$ cat config.mk
export PLATFORM = sky130hd
export DESIGN_NAME = oled_text_ctrl
export DESIGN_NICKNAME = d
export VERILOG_FILES = /design/src/rtl/oled_pkg.sv /design/src/rtl/oled_byte_fifo.sv /design/src/rtl/oled_text_ctrl.sv
export SDC_FILE = /design/constraint.sdc
export NUM_CORES = 1
export LEC_CHECK = 0
export ABC_CLOCK_PERIOD_IN_PS = 2800
export BUFFER_PORTS_ARGS = -buffer_cell sky130_fd_sc_hd__buf_2
export CAP_MARGIN = 10
export CORE_MARGIN = 2
export CORE_UTILIZATION = 45
export DETAILED_ROUTE_END_ITERATION = 6
export GPL_ROUTABILITY_DRIVEN = 0
export PLACE_DENSITY = 0.62
export SLEW_MARGIN = 5
export SYNTH_ARGS = -nofsm -noshare
export SYNTH_HDL_FRONTEND = slang
export SYNTH_SLANG_ARGS = --single-unit
$ cat constraint.sdc
create_clock -name clk_50m -period 2.8 [get_ports clk_50m]
set_clock_uncertainty 0.05 [all_clocks]
set_input_delay 0.28 -clock clk_50m [delete_from_list [all_inputs] [get_ports clk_50m]]
set_output_delay 0.28 -clock clk_50m [all_outputs]
set_load 0.01 [all_outputs]
$ cat src/rtl/oled_pkg.sv
// Shared constants, control codes, FSM encoding and cell-to-pixel helpers
// for the OLED text scheduler.
package oled_pkg;

  localparam int COLS          = 16;
  localparam int ROWS          = 4;
  localparam int CHAR_W        = 8;
  localparam int PAGES_PER_ROW = 2;

  localparam logic [7:0] ASCII_LF    = 8'h0A;
  localparam logic [7:0] ASCII_CR    = 8'h0D;
  localparam logic [7:0] ASCII_BS    = 8'h08;
  localparam logic [7:0] ASCII_FF    = 8'h0C;
  localparam logic [7:0] ASCII_BLANK = 8'h20;
  localparam logic [7:0] PRINT_LO    = 8'h20;
  localparam logic [7:0] PRINT_HI    = 8'h7E;

  typedef enum logic [2:0] {
    ST_IDLE      = 3'd0,
    ST_DECODE    = 3'd1,
    ST_ISSUE     = 3'd2,
    ST_WAIT      = 3'd3,
    ST_CLR_ISSUE = 3'd4,
    ST_CLR_WAIT  = 3'd5
  } oled_state_e;

  function automatic logic [6:0] cell_x(input logic [3:0] col);
    return 7'(int'(col) * CHAR_W);
  endfunction

  function automatic logic [3:0] cell_y(input logic [1:0] row);
    return 4'(int'(row) * PAGES_PER_ROW);
  endfunction

endpackage

$ cat src/rtl/oled_byte_fifo.sv
// Synchronous byte FIFO with first-word fall-through read data.
// Pushes while full and pops while empty are dropped.
module oled_byte_fifo #(
  parameter int DEPTH = 4,
  parameter int WIDTH = 8
) (
  input  logic                   clk_50m,
  input  logic                   rst_n,
  input  logic                   i_push,
  input  logic [WIDTH-1:0]       i_din,
  input  logic                   i_pop,
  output logic [WIDTH-1:0]       o_dout,
  output logic                   o_full,
  output logic                   o_empty,
  output logic [$clog2(DEPTH):0] o_count
);

  localparam int AW = $clog2(DEPTH);

  logic [WIDTH-1:0] r_mem [DEPTH];
  logic [AW-1:0]    r_wr_ptr;
  logic [AW-1:0]    r_rd_ptr;
  logic [AW:0]      r_count;
  logic             w_do_push;
  logic             w_do_pop;

  assign o_full    = (r_count == (AW+1)'(DEPTH));
  assign o_empty   = (r_count == {(AW+1){1'b0}});
  assign o_count   = r_count;
  assign o_dout    = r_mem[r_rd_ptr];
  assign w_do_push = i_push && !o_full;
  assign w_do_pop  = i_pop && !o_empty;

  // Storage array write port
  always_ff @(posedge clk_50m) begin
    if (w_do_push) begin
      r_mem[r_wr_ptr] <= i_din;
    end
  end

  // Pointers and occupancy; depth is a power of two so pointers wrap naturally
  always_ff @(posedge clk_50m or negedge rst_n) begin
    if (!rst_n) begin
      r_wr_ptr <= {AW{1'b0}};
      r_rd_ptr <= {AW{1'b0}};
      r_count  <= {(AW+1){1'b0}};
    end else begin
      if (w_do_push) begin
        r_wr_ptr <= r_wr_ptr + AW'(1);
      end
      if (w_do_pop) begin
        r_rd_ptr <= r_rd_ptr + AW'(1);
      end
      case ({w_do_push, w_do_pop})
        2'b10:   r_count <= r_count + (AW+1)'(1);
        2'b01:   r_count <= r_count - (AW+1)'(1);
        default: r_count <= r_count;
      endcase
    end
  end

endmodule

$ cat src/rtl/oled_text_ctrl.sv
// Terminal-style front end for the 8x16 character generator: queues bytes,
// tracks the text cursor, draws printable characters and performs full-screen clears.
module oled_text_ctrl #(
  parameter int FIFO_DEPTH  = 4,
  parameter int COLS        = oled_pkg::COLS,
  parameter int ROWS        = oled_pkg::ROWS,
  parameter int TIMEOUT_CYC = 2000000
) (
  input  logic       clk_50m,
  input  logic       rst_n,
  input  logic       in_valid,
  input  logic [7:0] in_ascii,
  output logic       in_ready,
  input  logic       clr_req,
  output logic       cg_start,
  output logic [7:0] cg_ascii,
  output logic [6:0] cg_x,
  output logic [3:0] cg_y,
  input  logic       cg_done,
  output logic [3:0] cur_col,
  output logic [1:0] cur_row,
  output logic       idle,
  output logic       err_timeout
);

  import oled_pkg::*;

  localparam int TW   = $clog2(TIMEOUT_CYC + 1);
  localparam int CNTW = $clog2(FIFO_DEPTH) + 1;

  oled_state_e r_state, w_state_n;
  logic [7:0]  r_cur_char;
  logic [3:0]  r_col, w_col_n, r_clr_col, w_clr_col_n;
  logic [1:0]  r_row, w_row_n, r_clr_row, w_clr_row_n;
  logic        r_pending, w_pending_n;
  logic [TW-1:0] r_tcnt, w_tcnt_n;
  logic        r_err, w_err_n;
  logic        w_pop, w_timeout;
  logic        r_cg_start;
  logic [7:0]  r_cg_ascii;
  logic [6:0]  r_cg_x;
  logic [3:0]  r_cg_y;
  logic [7:0]  w_fifo_dout;
  logic        w_fifo_full, w_fifo_empty;
  logic [CNTW-1:0] w_fifo_count;

  oled_byte_fifo #(.DEPTH(FIFO_DEPTH), .WIDTH(8)) u_fifo (
    .clk_50m (clk_50m),
    .rst_n   (rst_n),
    .i_push  (in_valid),
    .i_din   (in_ascii),
    .i_pop   (w_pop),
    .o_dout  (w_fifo_dout),
    .o_full  (w_fifo_full),
    .o_empty (w_fifo_empty),
    .o_count (w_fifo_count)
  );

  function automatic logic [1:0] row_inc(input logic [1:0] row);
    if (row == 2'(ROWS - 1)) begin
      return 2'd0;
    end else begin
      return row + 2'd1;
    end
  endfunction

  assign w_timeout   = (r_tcnt == TW'(TIMEOUT_CYC - 1));
  assign in_ready    = !w_fifo_full;
  assign cg_start    = r_cg_start;
  assign cg_ascii    = r_cg_ascii;
  assign cg_x        = r_cg_x;
  assign cg_y        = r_cg_y;
  assign cur_col     = r_col;
  assign cur_row     = r_row;
  assign err_timeout = r_err;
  assign idle        = (r_state == ST_IDLE) && (w_fifo_count == {CNTW{1'b0}}) && !r_pending;

  // Next-state, cursor, clear-walk and timeout bookkeeping
  always_comb begin
    w_state_n   = r_state;
    w_col_n     = r_col;
    w_row_n     = r_row;
    w_clr_col_n = r_clr_col;
    w_clr_row_n = r_clr_row;
    w_pending_n = r_pending | clr_req;
    w_tcnt_n    = r_tcnt;
    w_err_n     = r_err;
    w_pop       = 1'b0;
    case (r_state)
      ST_IDLE: begin
        if (r_pending) begin
          w_state_n   = ST_CLR_ISSUE;
          w_clr_col_n = 4'd0;
          w_clr_row_n = 2'd0;
        end else if (!w_fifo_empty) begin
          w_pop     = 1'b1;
          w_state_n = ST_DECODE;
        end else begin
          w_state_n = ST_IDLE;
        end
      end
      ST_DECODE: begin
        w_state_n = ST_IDLE;
        if ((r_cur_char >= PRINT_LO) && (r_cur_char <= PRINT_HI)) begin
          w_state_n = ST_ISSUE;
        end else begin
          case (r_cur_char)
            ASCII_LF: begin
              w_col_n = 4'd0;
              w_row_n = row_inc(r_row);
            end
            ASCII_CR: w_col_n = 4'd0;
            ASCII_BS: begin
              if (r_col != 4'd0) begin
                w_col_n = r_col - 4'd1;
              end else begin
                w_col_n = 4'd0;
              end
            end
            ASCII_FF: w_pending_n = 1'b1;
            default:  w_state_n = ST_IDLE;
          endcase
        end
      end
      ST_ISSUE: begin
        w_tcnt_n  = {TW{1'b0}};
        w_state_n = ST_WAIT;
      end
      ST_WAIT: begin
        // A hung generator still advances the cursor so the stream keeps flowing
        if (cg_done || w_timeout) begin
          w_err_n   = r_err | !cg_done;
          w_state_n = ST_IDLE;
          if (r_col == 4'(COLS - 1)) begin
            w_col_n = 4'd0;
            w_row_n = row_inc(r_row);
          end else begin
            w_col_n = r_col + 4'd1;
          end
        end else begin
          w_tcnt_n = r_tcnt + TW'(1);
        end
      end
      ST_CLR_ISSUE: begin
        w_tcnt_n  = {TW{1'b0}};
        w_state_n = ST_CLR_WAIT;
      end
      ST_CLR_WAIT: begin
        if (cg_done || w_timeout) begin
          w_err_n = r_err | !cg_done;
          if ((r_clr_col == 4'(COLS - 1)) && (r_clr_row == 2'(ROWS - 1))) begin
            w_col_n     = 4'd0;
            w_row_n     = 2'd0;
            w_clr_col_n = 4'd0;
            w_clr_row_n = 2'd0;
            w_pending_n = 1'b0;
            w_state_n   = ST_IDLE;
          end else if (r_clr_col == 4'(COLS - 1)) begin
            w_clr_col_n = 4'd0;
            w_clr_row_n = row_inc(r_clr_row);
            w_state_n   = ST_CLR_ISSUE;
          end else begin
            w_clr_col_n = r_clr_col + 4'd1;
            w_state_n   = ST_CLR_ISSUE;
          end
        end else begin
          w_tcnt_n = r_tcnt + TW'(1);
        end
      end
      default: w_state_n = ST_IDLE;
    endcase
  end

  // State registers; generator outputs are loaded on entry to an issue state
  always_ff @(posedge clk_50m or negedge rst_n) begin
    if (!rst_n) begin
      r_state    <= ST_IDLE;
      r_cur_char <= 8'h00;
      r_col      <= 4'd0;
      r_row      <= 2'd0;
      r_clr_col  <= 4'd0;
      r_clr_row  <= 2'd0;
      r_pending  <= 1'b0;
      r_tcnt     <= {TW{1'b0}};
      r_err      <= 1'b0;
      r_cg_start <= 1'b0;
      r_cg_ascii <= 8'h00;
      r_cg_x     <= 7'd0;
      r_cg_y     <= 4'd0;
    end else begin
      r_state    <= w_state_n;
      r_col      <= w_col_n;
      r_row      <= w_row_n;
      r_clr_col  <= w_clr_col_n;
      r_clr_row  <= w_clr_row_n;
      r_pending  <= w_pending_n;
      r_tcnt     <= w_tcnt_n;
      r_err      <= w_err_n;
      r_cg_start <= (w_state_n == ST_ISSUE) || (w_state_n == ST_CLR_ISSUE);
      if (w_pop) begin
        r_cur_char <= w_fifo_dout;
      end
      if (w_state_n == ST_ISSUE) begin
        r_cg_ascii <= r_cur_char;
        r_cg_x     <= cell_x(w_col_n);
        r_cg_y     <= cell_y(w_row_n);
      end else if (w_state_n == ST_CLR_ISSUE) begin
        r_cg_ascii <= ASCII_BLANK;
        r_cg_x     <= cell_x(w_clr_col_n);
        r_cg_y     <= cell_y(w_clr_row_n);
      end
    end
  end

endmodule

==> results of run 1 <==
[how the worst min path moves through the flow]
| stage | end | slack, ps | start |
|---|---|---|---|
| 2_1_floorplan | cg_ascii[0] | -70 | rst_n |
| 3_3_place_gp | r_tcnt[16] | 320 | rst_n |
| 3_5_place_dp | r_tcnt[16] | 320 | rst_n |
| 4_1_cts | u_fifo.r_mem[0][7] | 50 | in_ascii[7] |
| 5_1_grt | u_fifo.r_mem[1][2] | 50 | in_ascii[2] |
| 6_report | u_fifo.r_mem[0][7] | 70 | in_ascii[7] |
[flip-flops by register name (all words and copies together) (netlist names), 3 cells and up]
| register | cells |
|---|---|
| u_fifo.r_mem | 32 |
| r_tcnt | 21 |
| cur_col | 4 |
| cg_x | 4 |
| cg_ascii | 8 |
| u_fifo.o_count | 3 |
| r_state | 3 |
| r_cur_char | 8 |
| r_clr_col | 4 |
[final cells by class]
type	instances	area [sq um]	share of cell area [%]
multi-input cells	292	1993	36.70
flip-flops and latches	100	2663	49.02
repair buffers	55	337.8	6.220
well taps	136	170.2	3.133
clock inverters	7	87.58	1.613
clock buffers	9	123.9	2.281
inverters	15	56.30	1.037
[power groups by stage]
stage / sequential (mW) / combinational, mW / clock, mW
after CTS: 1.78 / 0.465 / 1.00
after global routing: 1.80 / 0.525 / 1.08
after detailed placement: 1.81 / 0.463 / 0
after global placement: 1.80 / 0.444 / 0
final: 1.78 / 0.453 / 0.971
after floorplan: 1.79 / 0.302 / 0
[metal layers]
metal  global-route usage (%)  vias to the layer above
met3                    4.012                       11
li1                         -                     1640
met4                    5.937                        0
met5                        0                        -
met1                    25.40                     1636
met2                    28.44                       57
[critical path, delay by kind of cell (launching register included)]
kind | cells | cell delay [ps]
AO/OA/AOI/OAI | 5 | 1210
AND/OR/NAND/NOR | 2 | 870
flip-flops | 1 | 410
[logic make-up (layout without fill, tap and decap cells)]
family / Yosys count / count (layout)
and+or+nand+nor: 158 / 158
xor gates and xnor gates: 20 / 20
AOI/OAI and AO/OA: 79 / 79
DFF: 100 / 100
buffers and inverters: 35 / 86
muxes: 18 / 18
other: 1 / 5
adders and majority gates: 12 / 12
[cell usage after synthesis (4+ instances only)]
| master | count |
|---|---|
| sky130_fd_sc_hd__a21o_1 | 6 |
| sky130_fd_sc_hd__a21oi_1 | 17 |
| sky130_fd_sc_hd__a221o_1 | 5 |
| sky130_fd_sc_hd__and2_1 | 4 |
| sky130_fd_sc_hd__and3_1 | 12 |
| sky130_fd_sc_hd__buf_4 | 5 |
| sky130_fd_sc_hd__clkbuf_1 | 11 |
| sky130_fd_sc_hd__dfrtp_1 | 68 |
| sky130_fd_sc_hd__edfxtp_1 | 32 |
| sky130_fd_sc_hd__ha_1 | 11 |
| sky130_fd_sc_hd__inv_1 | 15 |
| sky130_fd_sc_hd__mux2_2 | 8 |
| sky130_fd_sc_hd__mux4_2 | 8 |
| sky130_fd_sc_hd__nand2_1 | 42 |
| sky130_fd_sc_hd__nand3_1 | 16 |
| sky130_fd_sc_hd__nand4_1 | 7 |
| sky130_fd_sc_hd__nor2_1 | 36 |
| sky130_fd_sc_hd__nor3_1 | 12 |
| sky130_fd_sc_hd__nor4_1 | 5 |
| sky130_fd_sc_hd__o21ai_0 | 25 |
| sky130_fd_sc_hd__or3_1 | 5 |
| sky130_fd_sc_hd__xnor2_1 | 7 |
| sky130_fd_sc_hd__xor2_1 | 13 |
[repair_timing]
item / 4_1_cts / 5_1_grt
hold endpoints to repair: 29 / 0
resized for setup: 1 / 0
setup endpoints to repair: 11 / 0
hold buffers: 1 / 0
==> parameters.txt, run 1 <==
Parameter                              Value

Placed design
  Port Buf Inserts    36
  Sum of net half-perimeters after detailed placement    between 6 and 7 mm
  Dpl cell area    5205 sq um
  Worst setup timing slack at the placement stage    -288.5 ps
  Placed Cells    around 600

Synth
  Mux share of post-synthesis cell area    6.061%
  Fraction of the mapped netlist area in compound gates    about 11%
  EDFF count, synth    32
  Simple-Gate Fraction of Synth Area    between 10% and 20%
  Post-synth design cell area    between 4000 and 5000 sq um
  Cell accounting for the most synthesized area    sky130_fd_sc_hd__dfrtp_1
  Number of synthesis warnings    0
  Fraction of registers with async set/reset    68.00%
  Number of register bits inferred by synthesis    100
  Area share of fa/ha/maj cells after synthesis    roughly 3.3%
  Dominant register cell in the synthesized netlist    sky130_fd_sc_hd__dfrtp_1
  Leading post-synthesis cells by cell area    sky130_fd_sc_hd__dfrtp_1 36%, sky130_fd_sc_hd__edfxtp_1 20%, sky130_fd_sc_hd__mux4_2 3.8%
  Count of cell types in the netlist    62
  Average size of a mapped cell    roughly 11 sq um
  Number of standard cells after synthesis    about 420
  Portion of the post-synthesis area used by sequential elements    55.59%
  Main combinational cell family by area after synthesis    simple AND/OR/NAND/NOR gates
  Synth Area in XOR/XNOR    between 3 and 4%
  Portion of synthesized cell area occupied by the leading cell type    between 30% and 40%

Routing
  Met3 WL post-DR    about 330 microns
  Detailed-route wire length per cell    between 15 and 20 microns
  Total routed wirelength    roughly 9.6 mm
  Highest routed layer    met4
  Number of routed nets with antenna violations    0
  Ratio of routed vias to standard cells    5.446
  Starting DRC count in detailed routing    roughly 190
  Sum of met2 wire segment lengths after detailed routing    roughly 4.5 mm
  Via total after detailed routing    3344
  Number of detailed-route iterations in the first pass    4
  # DRC    0
  M1 WL    between 4 and 5 mm

Floorplan
  DIE AREA    11480 sq um
  Standard-cell row count    37
  Io pins    42
  Core Footprint    10320 sq um
  Initial cell density of the core    between 40% and 50%
  Die Height    between 100 and 150 microns
  Die Width    ~110 microns

Worst setup path
  List of cells traversed by the critical path    or4_4 -> nor4_4 -> a21oi_2 -> a21oi_1 -> o2111ai_1 -> a21o_1 -> a221o_1
  Reg-to-reg critical path endpoint    cg_y[1]
  Worst Path Required    between 3000 and 4000 ps
  Class of the most critical setup path    register to register
  Critical Path Slowest Stage Cell    sky130_fd_sc_hd__or4_4
  Longest individual stage delay on the worst path    between 500 and 600 ps
  Register-to-register setup slack    between 150 and 200 ps
  CP Launch Type    register
  Largest fanout on the critical path    7
  Data arrival time of the critical path    between 2000 and 3000 ps
  Last element of the critical path    cg_y[1]
  CP Capture Type    register
  Reg2Reg Launch Point    r_tcnt[13]
  Worst setup path startpoint    r_tcnt[13]
  Number of cell instances on the worst register-to-register path    7

Timing
  Setup repair after global routing missed its margin    no
  Max frequency    around 380 MHz
  Relative slew margins    51.68%
  Setup violations, final    0
  Part of the cycle the worst path needs    between 90% and 100%
  Fin crit period    around 2600 ps
  Number of endpoints with negative hold slack in the final report    0
  Final Hold Slack    68.96 ps
  Accumulated negative setup slack    0 ps
  Final worst slack    167.6 ps
  Measured slew at the worst slew-check pin    just over 700 ps
  Number of slew-limit violations in the final report    0

Layout
  Fraction of final layout cells sized beyond drive strength 1    around a fifth
  Area growth, synth to finish    13.40%
  Final Core Density    a little over half
  Most frequent cells in the layout    68 x sky130_fd_sc_hd__dfrtp_1, 42 x sky130_fd_sc_hd__nand2_1, 36 x sky130_fd_sc_hd__nor2_1, 36 x sky130_fd_sc_hd__buf_2, 32 x sky130_fd_sc_hd__edfxtp_1
  Layout fillers    a little over 900
  Commonest non-fill, non-tap cell in the layout    sky130_fd_sc_hd__dfrtp_1
  Post-layout nets    approximately 500
  Post-route standard cell area excluding fillers    approximately 5400 sq um
  Total inserted antenna cells    0
  Number of standard cells in the layout, taps in and fillers out    around 610

Pwr
  VDD IR-drop max    ~0.00052 V
  Switching power share of the total    about 28%
  Leakage    between 2 and 2.5 nW
  Register share of total power    ~56%
  PnR Total Power    3.202 mW
  Switching power summed over all nets    around 0.90 mW
  Total power divided by cell area    589.6 nW/um^2
  Design internal power    between 2 and 2.5 mW
  Comb pwr share    approximately 14%
  Clock power share    30.3%

Clock tree
  Level count of the clock H-tree    3
  Master cell of the clock root buffer    sky130_fd_sc_hd__clkbuf_8
  Clock sink count    100
  Total CTS buffers    9
  Number of setup buffers added after CTS    0
  Latest clock arrival within the worst-skew pair    370 ps
  Post-CTS clock slew at the launch and capture registers of the worst setup and hold paths    around 100 ps
  Max Buffers Root-to-Sink    2
  Clock tree from TritonCTS    done

Global route
  GR Util All Layers    between 10% and 20%
  Pin count of the biggest net entering global routing    40
  Antenna violations before repair    0
  First-pass GRT wire length    roughly 16 mm
  Overflow after GRT    0
  Vias in the first global route    3285

Hold path
  Class of the tightest hold or removal check    input port to register
  Hold Crit Depth    1

Job
  Maximum capacitance violations    0

Run status
  Status    completed
Note: power is estimated with default switching activity, not from simulation.
==> run 2, diff against run 1 <==
--- a/config.mk
+++ b/config.mk
@@ -6,13 +6,12 @@
 export NUM_CORES = 1
 export LEC_CHECK = 0
 export ABC_CLOCK_PERIOD_IN_PS = 2800
-export BUFFER_PORTS_ARGS = -buffer_cell sky130_fd_sc_hd__buf_2
 export CAP_MARGIN = 10
-export CORE_MARGIN = 2
 export CORE_UTILIZATION = 45
 export DETAILED_ROUTE_END_ITERATION = 6
+export DONT_BUFFER_PORTS = 1
 export GPL_ROUTABILITY_DRIVEN = 0
-export PLACE_DENSITY = 0.62
+export PLACE_DENSITY = 0.59
 export SLEW_MARGIN = 5
 export SYNTH_ARGS = -nofsm -noshare
 export SYNTH_HDL_FRONTEND = slang
==> run 2 against run 1 <==
Cell count is 3.9% lower. Via count is 0.87% lower. Critical path type unchanged. Largest cell class unchanged. Register-to-register slack worse by 50 ps. Hold slack worse by 53 ps. Design area is 0.97% lower.
==> parameters.txt, run 2 (synthesis results as in run 1) <==
Parameter                              Value

Worst setup path
  Longest individual stage delay on the worst path    560 ps (about the same)
  List of cells traversed by the critical path    or4_4 -> nor4_4 -> buf_4 -> a21oi_2 -> a21oi_1 -> o2111ai_1 -> a21o_1 -> a221o_1
  CP Capture Type    register
  Critical Path Slowest Stage Cell    sky130_fd_sc_hd__or4_4
  Worst Path Required    3020 ps (about the same)
  Class of the most critical setup path    register to register
  CP Launch Type    register
  Data arrival time of the critical path    2900 ps (+50 ps)
  Largest fanout on the critical path    7 (unchanged)

Placed design
  Worst setup timing slack at the placement stage    -261.7 ps (+26.80 ps)
  Sum of net half-perimeters after detailed placement    6.834 mm (-1.2%)
  Placed Cells    563 (-5.7%)
  Port Buf Inserts    0 (-100%)
  Dpl cell area    5027 sq um (-3.4%)

Timing
  Measured slew at the worst slew-check pin    725.8 ps (+4.894 ps)
  Accumulated negative setup slack    0 ps (unchanged)
  Setup repair after global routing missed its margin    no
  Fin crit period    2681 ps (+49.02 ps)
  Final worst slack    118.6 ps (-49.02 ps)
  Max frequency    372.9 MHz (-1.8%)
  Relative slew margins    51.35% (-0.33 points)
  Setup violations, final    0 (unchanged)
  Number of slew-limit violations in the final report    0 (unchanged)
  Part of the cycle the worst path needs    95.76% (+1.8 points)
  Number of endpoints with negative hold slack in the final report    0 (unchanged)
  Final Hold Slack    16.19 ps (-52.77 ps)

Clock tree
  Clock sink count    100 (unchanged)
  Post-CTS clock slew at the launch and capture registers of the worst setup and hold paths    110 ps (about the same)
  Max Buffers Root-to-Sink    2 (unchanged)
  Level count of the clock H-tree    3 (unchanged)
  Total CTS buffers    9 (unchanged)
  Latest clock arrival within the worst-skew pair    380 ps (about the same)
  Master cell of the clock root buffer    sky130_fd_sc_hd__clkbuf_8
  Clock tree from TritonCTS    done

Layout
  Leading registers by flop count    u_fifo.r_mem x32, r_tcnt x21
  Fraction of final layout cells sized beyond drive strength 1    14.10% (-6.0 points)
  Area growth, synth to finish    12.30%
  Commonest non-fill, non-tap cell in the layout    sky130_fd_sc_hd__dfrtp_1
  Register with the highest flop count    u_fifo.r_mem
  Post-layout nets    474 (-4.8%)
  Total inserted antenna cells    0 (unchanged)
  Layout fillers    894 (-1.2%)
  Number of standard cells in the layout, taps in and fillers out    590 (-3.9%)
  Most frequent cells in the layout    68 x sky130_fd_sc_hd__dfrtp_1, 42 x sky130_fd_sc_hd__nand2_1, 36 x sky130_fd_sc_hd__nor2_1
  Number of flip-flops under the largest register name    32 (unchanged)
  Post-route standard cell area excluding fillers    5379 sq um (-0.97%)

Floorplan
  Die Width    105.2 microns (-1.9%)
  Io pins    42 (unchanged)
  Core Footprint    10320 sq um (unchanged)
  Initial cell density of the core    46.39% (unchanged)
  Die Height    105.2 microns (-1.9%)
  Standard-cell row count    37 (unchanged)
  DIE AREA    11060 sq um (-3.7%)

Routing
  Detailed-route wire length per cell    16.66 microns (+6.8%)
  Starting DRC count in detailed routing    222 (+18%)
  Number of detailed-route iterations in the first pass    4 (unchanged)
  Via total after detailed routing    3315 (-0.87%)
  # DRC    0 (unchanged)
  Met3 WL post-DR    355 microns (+7.9%)
  Ratio of routed vias to standard cells    5.619 (+3.2%)
  Number of routed nets with antenna violations    0 (unchanged)
  Total routed wirelength    9.830 mm (+2.6%)
  M1 WL    4.533 mm (-0.29%)
  Sum of met2 wire segment lengths after detailed routing    4.818 mm (+5.9%)
  Highest routed layer    met4

Pwr
  VDD IR-drop max    0.0004416 V (-14%)
  Total power divided by cell area    589.9 nW/um^2 (about the same)
  Leakage    2.263 nW (-4.5%)

Global route
  Antenna violations before repair    0 (unchanged)
  GR Util All Layers    19.34% (+1.1 points)
  Overflow after GRT    0 (unchanged)
  First-pass GRT wire length    16.72 mm (+3.2%)
  Pin count of the biggest net entering global routing    69 (+73%)
  Vias in the first global route    3331 (+1.4%)

Hold path
  Class of the tightest hold or removal check    input port to register

Job
  Maximum capacitance violations    0 (unchanged)

Run status
  Status    completed
## run 2: cell count changes in the layout (fill, tap and decap cells not counted), sizes merged
cell	before	now
buf	54	21
dlygate4sd3	1	10
bufinv	1	0
clkinv	2	3
## run 2: path summary, 6_finish.rpt
check,from,endpoint,slack (ps),cells past startpoint
setup / recovery,r_tcnt[13],cg_y[1],120,8
hold / removal,clr_req,r_pending,20,2
setup reg to reg,r_tcnt[13],cg_y[1],120,8
hold reg to reg,u_fifo.o_count[0],u_fifo.o_count[0],470,1
max in group asynchronous,rst_n,r_cur_char[1],2020,2
min in group asynchronous,rst_n,cur_col[3],390,2
## run 2: layout make-up
cell class | instances | area (sq um) | share of cell area [%]
clock inverter | 7 | 86.33 | 1.605
timing repair buffer | 31 | 281.5 | 5.234
inverter | 15 | 56.30 | 1.047
tap | 136 | 170.2 | 3.164
multi-input combinational | 292 | 1998 | 37.15
clock buffer | 9 | 123.9 | 2.303
sequential | 100 | 2663 | 49.50
## run 2: stage by stage
| stage | power (mW) | utilization, % |
|---|---|---|
| finish | 3.173 | 52.10 |
| global route | 3.331 | 52.10 |
| floorplan | 2.093 | - |
| global placement | 2.189 | 48.70 |
| CTS | 3.206 | 52.02 |
| detailed placement | 2.210 | 48.70 |
## run 2: per-layer routing
| layer | global-route usage (%) | vias up |
|---|---|---|
| met1 | 25.89 | 1641 |
| li1 | - | 1596 |
| met3 | 2.682 | 11 |
| met4 | 6.539 | 0 |
| met2 | 32.36 | 67 |
| met5 | 0 | - |
## run 2: power by group
| part | leakage [nW] | switching, mW | internal (mW) |
|---|---|---|---|
| clock network | 0.105 | 0.594 | 0.362 |
| logic | 0.970 | 0.254 | 0.171 |
| registers | 1.19 | 0.103 | 1.69 |
## run 2: what timing repair did
action,CTS,global route
hold endpoints to repair,101,0
endpoints found under the setup margin,11,2
resized for setup,1,2
buffers inserted,0,0
hold buffers,11,0
pin swaps,0,0
## run 2: worst max-delay path: cells and delay by family, from the launching register on
kind,cells,cell delay (ps)
DFF,1,420
buffers and inverters,1,170
and+or+nand+nor,2,790
AOI/OAI and AO/OA,5,1120
